### src/rtl/ram_writeback_dma.sv
// Snapshots a DIM x DIM int matrix on start and writes it row-major into RAM port A, one word per granted cycle.
// Latency: start accepted at E0, writes at E1.., done pulse the cycle after the last write, IDLE one cycle later.
// Backpressure: grant low stalls the transfer with idx, ram_addr and ram_data held; start is ignored unless IDLE.
module ram_writeback_dma #(
  parameter int DATA_WIDTH  = 8,
  parameter int DEPTH       = 16,
  parameter int DATA_AMOUNT = 16,
  parameter int BASE_ADDR   = 0,
  parameter int DIM         = 4,
  localparam int ADDR_WIDTH = $clog2(DEPTH)
) (
  input  logic                  clk,
  input  logic                  reset,
  input  logic                  start,
  input  int                    matrix_data [0:DIM-1][0:DIM-1],
  input  logic                  grant,
  output logic                  req,
  output logic [ADDR_WIDTH-1:0] ram_addr,
  output logic [DATA_WIDTH-1:0] ram_data,
  output logic                  ram_wea,
  output logic                  busy,
  output logic                  done
);

  localparam int IDX_W = (DIM * DIM > 1) ? $clog2(DIM * DIM) : 1;
  localparam int DIM_W = (DIM > 1) ? $clog2(DIM) : 1;

  typedef enum logic [1:0] {IDLE, XFER, DONE} state_t;

  state_t           state;
  logic [IDX_W-1:0] idx;
  int               mat_buf [0:DIM-1][0:DIM-1];
  logic [DIM_W-1:0] row;
  logic [DIM_W-1:0] col;

  assign row = DIM_W'(32'(idx) / DIM);
  assign col = DIM_W'(32'(idx) % DIM);

  // Address, data and write enable follow idx directly so a stalled cycle presents the same word.
  always_comb begin
    ram_addr = '0;
    ram_data = '0;
    ram_wea  = 1'b0;
    if (state == XFER) begin
      ram_addr = ADDR_WIDTH'((BASE_ADDR + 32'(idx)) % DEPTH);
      ram_data = mat_buf[row][col][DATA_WIDTH-1:0];
      ram_wea  = grant;
    end
  end

  always_ff @(posedge clk or negedge reset) begin
    if (!reset) begin
      state <= IDLE;
      idx   <= '0;
      req   <= 1'b0;
      busy  <= 1'b0;
      done  <= 1'b0;
      for (int r = 0; r < DIM; r++)
        for (int c = 0; c < DIM; c++)
          mat_buf[r][c] <= 0;
    end else begin
      case (state)
        IDLE: begin
          if (start) begin
            mat_buf <= matrix_data;
            idx     <= '0;
            req     <= 1'b1;
            busy    <= 1'b1;
            state   <= XFER;
          end
        end
        XFER: begin
          if (grant) begin
            if (idx == IDX_W'(DATA_AMOUNT - 1)) begin
              req   <= 1'b0;
              done  <= 1'b1;
              state <= DONE;
            end else begin
              idx <= idx + 1'b1;
            end
          end
        end
        DONE: begin
          done  <= 1'b0;
          busy  <= 1'b0;
          idx   <= '0;
          state <= IDLE;
        end
        default: begin
          req   <= 1'b0;
          busy  <= 1'b0;
          done  <= 1'b0;
          state <= IDLE;
        end
      endcase
    end
  end

endmodule

### config.mk
export PLATFORM = sky130hd
export DESIGN_NAME = ram_writeback_dma
export DESIGN_NICKNAME = d
export VERILOG_FILES = /design/src/rtl/ram_writeback_dma.sv
export SDC_FILE = /design/constraint.sdc
export NUM_CORES = 1
export LEC_CHECK = 0
export ABC_AREA = 0
export BUFFER_PORTS_ARGS = -buffer_cell sky130_fd_sc_hd__buf_2
export CAP_MARGIN = 10
export CELL_PAD_IN_SITES_DETAIL_PLACEMENT = 1
export CELL_PAD_IN_SITES_GLOBAL_PLACEMENT = 1
export CORE_AREA = 2 2 205 207
export DETAILED_ROUTE_END_ITERATION = 8
export DIE_AREA = 0 0 207 209
export PLACE_DENSITY = 0.53
export SYNTH_ARGS = -nofsm -noshare
export SYNTH_HDL_FRONTEND = slang
export SYNTH_SLANG_ARGS = --single-unit
### constraint.sdc
create_clock -name clk -period 4.3 [get_ports clk]
set_input_delay 0.86 -clock clk [delete_from_list [all_inputs] [get_ports clk]]
set_output_delay 0.86 -clock clk [all_outputs]
set_load 0.02 [all_outputs]
### Word level (Yosys, flattened, before mapping)

Cells that the tools add are included.

| storage, ports and cells | value |
|---|---|
| flip-flop bits (word level) | 521 |
| output and inout bits | 16 |
| logic and storage cells | 69 |

| operators by class | value |
|---|---|
| add/sub/neg operators | 1 |
| $lt $le $gt $ge | 2 |
| equality and inequality tests | 7 |
| multiplexer cells | 25 |
| bitwise logic cells | 5 |
| reduce and logical (&&, ||, !) cells | 8 |

Operators with widths:

| kind | count |
|---|---|
| $bmux 128 s2 | 1 |
| $mux 128 | 2 |
| $bmux 32 s2 | 1 |
| $mux 8 | 3 |
| $mux 4 | 4 |
| $pmux 4 s3 | 1 |
| $reduce_and 4->1 | 2 |
| $ge 3x3->1 const B | 2 |
| $mux 1 | 6 |
| $mux 2 | 3 |
| $ne 2x2->1 const B | 3 |
| $not 2->3 | 2 |
| $reduce_and 3->1 | 2 |
| $add 4x1->4 const B | 1 |
| $eq 4x4->1 const B | 1 |
| $pmux 1 s2 | 2 |
| $pmux 2 s2 | 1 |
| $reduce_and 2->1 | 2 |
| $not 1->1 | 3 |
| $pmux 1 s3 | 1 |
| $reduce_bool 3->1 | 1 |
| $eq 2x1->1 const B | 1 |
| $eq 2x2->1 const B | 1 |
| $logic_not 2->1 | 1 |
| $ne 2x1->1 const B | 1 |

### Logic depth before layout (Yosys ltp)

| logic depth | value |
|---|---|
| word-level depth | 8 |
| gate-level depth with buffers | 7 |

### Worst setup path before layout

Ideal clock, no wire load.

| timing path | value |
|---|---|
| kind | flip-flop to output port |
| from | register idx[2] |
| to | output ram_data[0] |
| arrival time | 1,465 ps |
| required time | 3,440 ps |
| setup slack | 1,975 ps |
| stages on the path, launching flop included | 8 |
| path buffers | 3 |
| cell sequence | dfrtp_1 buf_6 buf_12 buf_6 mux2i_1 a22oi_1 nand2_1 o21ai_1 |

| between the ends | value |
|---|---|
| cells in the longest elaborated chain, start to end | 8 |

Ends and longest elaborated chain:

| what | line | source |
|---|---|---|
| start: declaration | 31 | `logic [IDX_W-1:0] idx;` |
| start signal: assignment | 79 | `idx <= idx + 1'b1;` |
| $not 2->3 (not written as such) | 46 | `ram_data = mat_buf[row][col][DATA_WIDTH-1:0];` |
| $bmux 128 s2 | 46 |  |
| $mux 128 (not written as such) (2 in series) | 46 |  |
| $bmux 32 s2 | 46 |  |
| $mux 8 (not written as such) (2 in series) | 46 |  |
| $mux 8 | 44 | `if (state == XFER) begin` |
| end: declaration | 19 | `output logic [DATA_WIDTH-1:0] ram_data,` |

Every way passes these cells. The select of a mux whose other input is x is not followed.

### Worst setup path after layout

| timing path | value |
|---|---|
| from | register idx[0] |
| to | output ram_data[0] |

| between the ends | value |
|---|---|
| cells in the longest elaborated chain, start to end | 5 |

Ends and longest elaborated chain:

| what | line |
|---|---|
| $not 2->3 (not written as such) | 46 |
| $bmux 32 s2 | 46 |
| $mux 8 (not written as such) (2 in series) | 46 |
| $mux 8 | 44 |

Every way passes these cells. The select of a mux whose other input is x is not followed.

==> flow_summary.toml <==
[die]
io_pins = 532
chipWidth_um = 207
die_h_um = 209
start_util_pct = 15.35
core.rowCount = 75
dieArea_sq_um = 43260
coreArea_sq_um = 41290

[finish]
seqCellArea_sq_um = 3432
syn_to_final_growth_pct = 30.37
drive_above_1_share_pct = 35.50
multi_input_area_sq_um = 2701
final_util_pct = 20.01
finalNetCount = 1104
fillers = 4690

[clocking]
h-tree-depth = 4
cts_tree = "built"
cts_buffer_depth = 2
clk_pin_slew_ns = 0.06
ctsResizeCount = 0
cts-root-buf = "clkbuf_16"
clock-sinks = 137
post_cts_buffers = 0
cts_made_buffers = 17
ctsHoldBuffers = 0
clk_latency_ns = 0.43

[critical_path]
crit_path_cell_trace = "nor2b_1, a22oi_1, nand2_1, o21ai_1, buf_2"
crit_required_ns = 3.44
ff2ff_setup_slack_ns = 2.17
crit_slowest_cell = "nor2b_1"
crit_family = "simple AND/OR/NAND/NOR gates"
crit_fanout = 10
max_stage_delay_ns = 0.90
worstPathArrival_ns = 2.82
worst_r2r_endpoint = "idx[3]$_DFFE_PN0P_"
worst-path-buf-inv = 1
critical_path_class = "reg -> out"
start_kind = "flop"
worst_r2r_path_depth = 5
worstReg2RegStart = "idx[0]$_DFFE_PN0P_"
end_kind = "output port"

[sta]
worst_slew_pin_slew_ns = 1.049
clock_skew_ns = 0.008993
rsz0062_at_grt = "no"
fmax_mhz = 271.9
hold_viol_final = 0
setup-tns-final_ns = 0
period_share_pct = 85.54
finalMaxSlewViolations = 0
setup_violations = 0
max_slew_margin_pct = 29.91
finalCriticalPeriod_ns = 3.678
hold-worst-slack_ns = 0.4418

[global_route]
grt-busiest-layer = "met2"
grt.met2_usage_pct = 15.85
grt_use_total_pct = 9.721
grt_util_met1_pct = 11.82
antenna_found_initial = 13
grt_pass1_vias = 4757
grt_use_met3_pct = 4.238
overflow = 0
grt_pass1_wl_mm = 30.88
grt_max_degree = 77

[yosys]
yosys-top-cells-count = "dfrtp_1 (137), mux2_1 (112), mux2i_1 (48), a22oi_1 (19), mux2_2 (16)"
synth_area_sq_um = 6336
synth_ff_type = "dfrtp_1"
synthArstFlopShare_pct = 100.0
avgSynthCellArea_sq_um = 14.37
ys_types = 40
synth_top_area_share_pct = 54.11
ys_top_cells_by_area = "dfrtp_1 (54%), mux2_1 (20%), mux2i_1 (7.6%), mux4_2 (3.2%), mux2_2 (2.8%)"
synthCells = 441
yosys_warnings = 0
synth_edf_count = 0
synth_largest_area_cell = "dfrtp_1"
syn_nets = 958
yosys_register_bits = 137
synth-seq-area-share_pct = 54.11
yosysMostFrequentCell = "dfrtp_1"

[drt]
via_per_inst = 3.663
finalWirelength_mm = 20.11
ant_nets = 0
first_pass_iters = 4
drt_iter0_drc = 133
drc_errors = 0
wl_per_cell_um = 17.58
via_count = 4191

[power]
powerDensity_nw_per_um2 = 742.7
ir_drop_mv = 0.2682
leakagePower_nw = 3.534

[placement]
port_buffers = 147
post-dp-hpwl_mm = 14.73
place.gp.congestion = 0.7072

[run_status]
status = "completed"

[run]
drv_cap = 0

[worst_hold_path]
min_path_type = "in -> async"
per-stage QoR:
| step | std cells | power [mW] | worst slack, ns | area [sq um] |
|---|---|---|---|---|
| floorplan | 441 | 3.838 | 1.975 | 6336 |
| detailed placement | 1107 | 4.699 | 0.9862 | 7646 |
| finish | 1144 | 6.135 | 0.6216 | 8260 |
| global placement | 1107 | 4.640 | 1.079 | 7646 |
| global route | 1139 | 6.608 | 0.4421 | 8248 |
| CTS | 1139 | 6.295 | 0.5143 | 8248 |
metal layers:
layer / part of all wire, % / wire length [um] / vias to the layer above
met5: 0.24 / 49 / -
met4: 0.97 / 196 / 8
met3: 7.0 / 1416 / 23
met2: 47 / 9540 / 112
met1: 44 / 8907 / 2127
li1: - / - / 1921
registers in the layout, summed over array words and instances, names as in the netlist:
register  flops
mat_buf     128
idx           4
state         2
busy          1
done          1
req           1
power breakdown:
group          internal (mW)  switching, mW
logic                   1.06           1.19
registers               1.94          0.404
clock network          0.921          0.622
total                   3.92           2.22
worst max-delay path by stage:
stage / from / to / slack (ns) / cells after the start
2_1_floorplan: idx[2]$_DFFE_PN0P_ / ram_data[0] / 1.97 / 7
6_report: idx[0]$_DFFE_PN0P_ / ram_data[0] / 0.62 / 5
3_5_place_dp: idx[0]$_DFFE_PN0P_ / ram_data[0] / 0.99 / 5
3_3_place_gp: idx[0]$_DFFE_PN0P_ / ram_data[0] / 1.08 / 5
4_1_cts: idx[0]$_DFFE_PN0P_ / ram_data[0] / 0.51 / 5
5_1_grt: idx[0]$_DFFE_PN0P_ / ram_data[0] / 0.44 / 5
logic make-up (layout without fill, tap and decap cells):
kind of cell             after synthesis  after routing  share of synthesized area [%]
multiplexers                         186            186                          33.95
buffers and inverters                 31            190                          3.357
adder cells (fa/ha/maj)                1              1                         0.1974
AO/OA/AOI/OAI                         43             43                          4.838
AND/OR/NAND/NOR                       43             43                          3.555
flip-flops                           137            137                          54.11
other                                  0              5                              0
cell usage in the layout (no fill, tap or decap), types with 3 or more instances in the layout:
cell	n
a22oi_1	19
a21o_1	3
nor2b_1	3
mux4_2	9
dfrtp_1	136
buf_4	6
diode_2	5
o2111ai_1	3
inv_1	3
inv_6	4
mux2_1	112
clkbuf_16	17
and2_1	5
clkinvlp_4	3
nand3_1	5
bufinv_16	3
mux2i_1	48
buf_2	146
clkbuf_1	3
nand2_1	14
o21ai_1	8
nor2_1	6
mux2_2	16
final cells by class:
class	count	area share [%]
sequential	137	41.55
multi-input combinational	273	32.70
timing repair buffer	155	10.01
tap	539	8.164
clock buffer	20	5.286
clock inverter	12	1.999
antenna	5	0.1515
inverter	3	0.1363
worst register-to-register path, cell delays in order (launching register included):
cell	delay (ns)
dfrtp_1	0.59
buf_4	0.28
ha_1	0.23
a31o_2	0.32
a22o_1	0.23
a221o_1	0.36
No activity file was read; power rests on OpenSTA's default activity.
